==> config.mk <==
export PLATFORM = sky130hd
export DESIGN_NAME = hs_receiver
export DESIGN_NICKNAME = d
export VERILOG_FILES = /design/src/rtl/hs_receiver.sv
export SDC_FILE = /design/constraint.sdc
export NUM_CORES = 1
export LEC_CHECK = 0
export ABC_AREA = 1
export ABC_CLOCK_PERIOD_IN_PS = 2800
export CAP_MARGIN = 40
export CORE_ASPECT_RATIO = 0.9
export CORE_UTILIZATION = 48
export DETAILED_ROUTE_END_ITERATION = 10
export PLACE_DENSITY_LB_ADDON = 0.05
export SLEW_MARGIN = 10
export SYNTH_ARGS = -nofsm -noshare
export SYNTH_HDL_FRONTEND = slang
export SYNTH_SLANG_ARGS = --single-unit
==> constraint.sdc <==
create_clock -name CLK -period 2.8 [get_ports CLK]
set_input_delay 0.7 -clock CLK [delete_from_list [all_inputs] [get_ports CLK]]
set_output_delay 0.7 -clock CLK [all_outputs]
set_load 0.1 [all_outputs]
==> src/rtl/hs_receiver.sv <==
// hs_receiver: receiving side of a 4-phase level handshake.
// Captures DATA_IN when a synchronized request arrives, offers it to a
// downstream consumer, and acknowledges the sender once it is accepted.
// A request withdrawn before acceptance raises a sticky protocol error.
module hs_receiver #(
    parameter int BUS_WIDTH = 8,
    parameter int CNT_WIDTH = 8
) (
    input  logic                 CLK,
    input  logic                 RST,
    input  logic                 REQ_SYNC,
    input  logic [BUS_WIDTH-1:0] DATA_IN,
    input  logic                 RDY_IN,
    output logic [BUS_WIDTH-1:0] DATA_OUT,
    output logic                 DATA_VALID,
    output logic                 ACK,
    output logic [CNT_WIDTH-1:0] XFER_CNT,
    output logic                 PROTO_ERR
);

    typedef enum logic [1:0] {
        IDLE  = 2'b00,
        VALID = 2'b01,
        ACKED = 2'b10
    } state_t;

    state_t                 state_r;
    state_t                 state_s;
    logic [BUS_WIDTH-1:0]   data_out_r;
    logic [BUS_WIDTH-1:0]   data_out_s;
    logic                   data_valid_r;
    logic                   data_valid_s;
    logic                   ack_r;
    logic                   ack_s;
    logic [CNT_WIDTH-1:0]   xfer_cnt_r;
    logic [CNT_WIDTH-1:0]   xfer_cnt_s;
    logic                   proto_err_r;
    logic                   proto_err_s;

    // Next-state and next-output decode of the handshake FSM.
    always_comb begin
        state_s      = state_r;
        data_out_s   = data_out_r;
        data_valid_s = data_valid_r;
        ack_s        = ack_r;
        xfer_cnt_s   = xfer_cnt_r;
        proto_err_s  = proto_err_r;
        case (state_r)
            IDLE: begin
                if (REQ_SYNC) begin
                    data_out_s   = DATA_IN;
                    data_valid_s = 1'b1;
                    state_s      = VALID;
                end else begin
                    state_s = IDLE;
                end
            end
            VALID: begin
                // Withdrawal wins over a simultaneous consumer accept.
                if (!REQ_SYNC) begin
                    proto_err_s  = 1'b1;
                    data_valid_s = 1'b0;
                    ack_s        = 1'b0;
                    state_s      = IDLE;
                end else if (RDY_IN) begin
                    data_valid_s = 1'b0;
                    ack_s        = 1'b1;
                    xfer_cnt_s   = xfer_cnt_r + {{(CNT_WIDTH-1){1'b0}}, 1'b1};
                    state_s      = ACKED;
                end else begin
                    data_valid_s = 1'b1;
                    ack_s        = 1'b0;
                    state_s      = VALID;
                end
            end
            ACKED: begin
                if (REQ_SYNC) begin
                    ack_s   = 1'b1;
                    state_s = ACKED;
                end else begin
                    ack_s   = 1'b0;
                    state_s = IDLE;
                end
            end
            default: begin
                // Recover from an illegal encoding without offering data.
                state_s      = IDLE;
                data_valid_s = 1'b0;
                ack_s        = 1'b0;
            end
        endcase
    end

    // State and output registers with asynchronous active-low reset.
    always_ff @(posedge CLK or negedge RST) begin
        if (!RST) begin
            state_r      <= IDLE;
            data_out_r   <= {BUS_WIDTH{1'b0}};
            data_valid_r <= 1'b0;
            ack_r        <= 1'b0;
            xfer_cnt_r   <= {CNT_WIDTH{1'b0}};
            proto_err_r  <= 1'b0;
        end else begin
            state_r      <= state_s;
            data_out_r   <= data_out_s;
            data_valid_r <= data_valid_s;
            ack_r        <= ack_s;
            xfer_cnt_r   <= xfer_cnt_s;
            proto_err_r  <= proto_err_s;
        end
    end

    assign DATA_OUT   = data_out_r;
    assign DATA_VALID = data_valid_r;
    assign ACK        = ack_r;
    assign XFER_CNT   = xfer_cnt_r;
    assign PROTO_ERR  = proto_err_r;

endmodule

==> run metrics <==
Worst Path Required 2100 ps; area fraction of the dominant cell type after synthesis 0.534; antenna viol nets, final 0; global route total overflow 0; post-synthesis sequential area ratio 0.534; Ports 31; hold wc startpoint PROTO_ERR; Gate Count Post-Synth 99; final worst slack 992 ps; area grow syn2layout 32.4%; Critical Path Source Type flip-flop; DRC Markers 0; Synth warnings 0; Final setup viols 0; Comb pwr share 0.594; status completed; Max VDD drop 0.000739 V; Routed WL 1720 um; number of max-cap violations 0; antenna cells 0; vias per cell 4.78; routed via count 760; drt first-iter violations 9; flops & latches, synth 21; launch point of the worst path XFER_CNT[3]; cts bufs inserted 3; pins over their slew limit 0; DR WL/cell 10.8 um; grt peak-use layer met2; htree depth 1; crit end category output pin; commonest non-fill, non-tap cell in the layout dfrtp_1; Mean Syn Cell Area 9.93 sq um; clk_lat worst skew 310 ps; GR Util met3 0.0404; FF-to-FF Start state_r[1]; achievable clock frequency 553 MHz; Die Area 0.00223 sq mm; area leader, netlist dfrtp_1; sw frac 0.575; M2 GR Usage 0.284; Tightest Pin Transition 270 ps; GRT Total Usage 0.178; WS Path Type reg2out; Pint 626 uW; count of cell types in the netlist 15; Net Sw Power 847 uW; most frequent cells in the layout dfrtp_1 (21), buf_4 (20), inv_1 (18); synth top area cells dfrtp_1 (53%), mux2_2 (9.2%), inv_1 (6.9%); vias in the first global route 661; dpl hpwl 1330 um; crit path max fanout 6; area post-placement 0.00127 sq mm; Die Span X 49.7 um; Reg clk slew, reported paths 120 ps; largest net degree at the start of global routing 22; power share of the sequential group 0.305; CP Buf/Inv Count 1; initial core utilization 0.514; IO buf count 30; Post-Route Utilization 0.680; initial antenna violation count 0; met1 Use GR 0.232; CP Cell Sequence buf_4; post-CTS setup buffer count 0; Power Dens Cells 1130 mW/mm^2; Final Hold Fails 0; Max Buffers Root-to-Sink 2; Gates resized, CTS repair 0; Crit path largest cell delay 470 ps; chip height 44.9 um; Worst EP arrival 1110 ps; fillers 168; Post-Syn Area 983 sq um; register area 526 sq um; GP Congestion 0.752; Sink Count 21; Fin Clk Skew 6.99 ps; share of post-route cells with drive strength above 1 0.269; relative slew slack 0.820; core area 0.00191 sq mm; Leak Pwr 0.000664 uW; Design Area, Final 0.00130 sq mm; worst-path cell with the longest stage delay dfrtp_1; clock root cell clkbuf_4; setup TNS 0 ps; dpl ws 855 ps; Clock Power Share 0.101; first-pass GRT wire length 2870 um; Tot Pwr 1470 uW; Rows 15; min cycle time layout 1810 ps; CTS tree built; synthesized net count 116; CP delay by family, top flip-flops; Final #Nets 152; drt pass-1 iters 4; worst min-delay path class reg2reg; unrepaired setup endpoints after global routing false; Post-CTS Hold Fix Bufs 0; footprint of the multi-input gates 390 sq um; fin crit share 0.646
-- routing by layer --
| layer | vias to the layer above | share of wire |
|---|---|---|
| met3 | 2 | 0.050 |
| met1 | 359 | 0.45 |
| li1 | 379 | - |
| met5 | - | 0 |
| met4 | 0 | 0.012 |
| met2 | 20 | 0.48 |
-- registers in the layout, indices dropped and copies added (netlist names) --
| signal | count |
|---|---|
| DATA_OUT | 8 |
| PROTO_ERR | 1 |
| DATA_VALID | 1 |
| XFER_CNT | 8 |
| state_r | 2 |
| ACK | 1 |
-- through the flow --
step | hold slack [ps] | instances
2_1_floorplan | 404 | 99
5_1_grt | 503 | 159
3_3_place_gp | 439 | 155
6_report | 470 | 159
4_1_cts | 473 | 159
3_5_place_dp | 446 | 155
-- power groups by stage --
stage | clock [uW] | sequential (uW) | combinational, uW
finish | 149 | 449 | 874
global route | 161 | 465 | 911
CTS | 154 | 450 | 881
detailed placement | 0 | 456 | 880
global placement | 0 | 452 | 874
floorplan | 0 | 1000 | 143
-- area by class of cell --
cell class | count | area share
sequential | 21 | 0.403
clock buffer | 3 | 0.0173
multi-input combinational | 60 | 0.300
timing repair buffer | 31 | 0.200
clock inverter | 1 | 0.00384
tap | 25 | 0.0240
inverter | 18 | 0.0519
-- path summary, 6_finish.rpt --
check | end | depth (start not counted) | slack [ps]
worst max-delay path | XFER_CNT[3] | 1 | 990
worst min-delay path | PROTO_ERR | 1 | 470
worst max register to register | XFER_CNT[6] | 7 | 1390
worst min register to register | PROTO_ERR | 1 | 470
max in group asynchronous | PROTO_ERR | 2 | 1860
min in group asynchronous | XFER_CNT[2] | 2 | 720
-- cells by family (layout without fill, tap and decap cells) --
kind of cell    Yosys count  count (layout)  share of synthesized area
mux                       8               8                     0.0916
flops                    21              21                      0.534
fa+ha+maj                 5               5                     0.0636
compound gates            5               5                     0.0280
xor+xnor                  4               4                     0.0356
buf+inv                  18              53                     0.0687
simple gates             38              38                      0.178
-- cell usage after synthesis --
library cell  number
a21oi_1            2
nand3_2            1
o21ai_0            2
xor2_1             4
mux2_2             8
dfrtp_1           21
nor2_2             1
nand3_1           11
a21o_1             1
nor2_4             1
nand2_1           17
inv_1             18
ha_1               5
nor2_1             6
nand2_2            1
(Power assumes the default switching activity.)
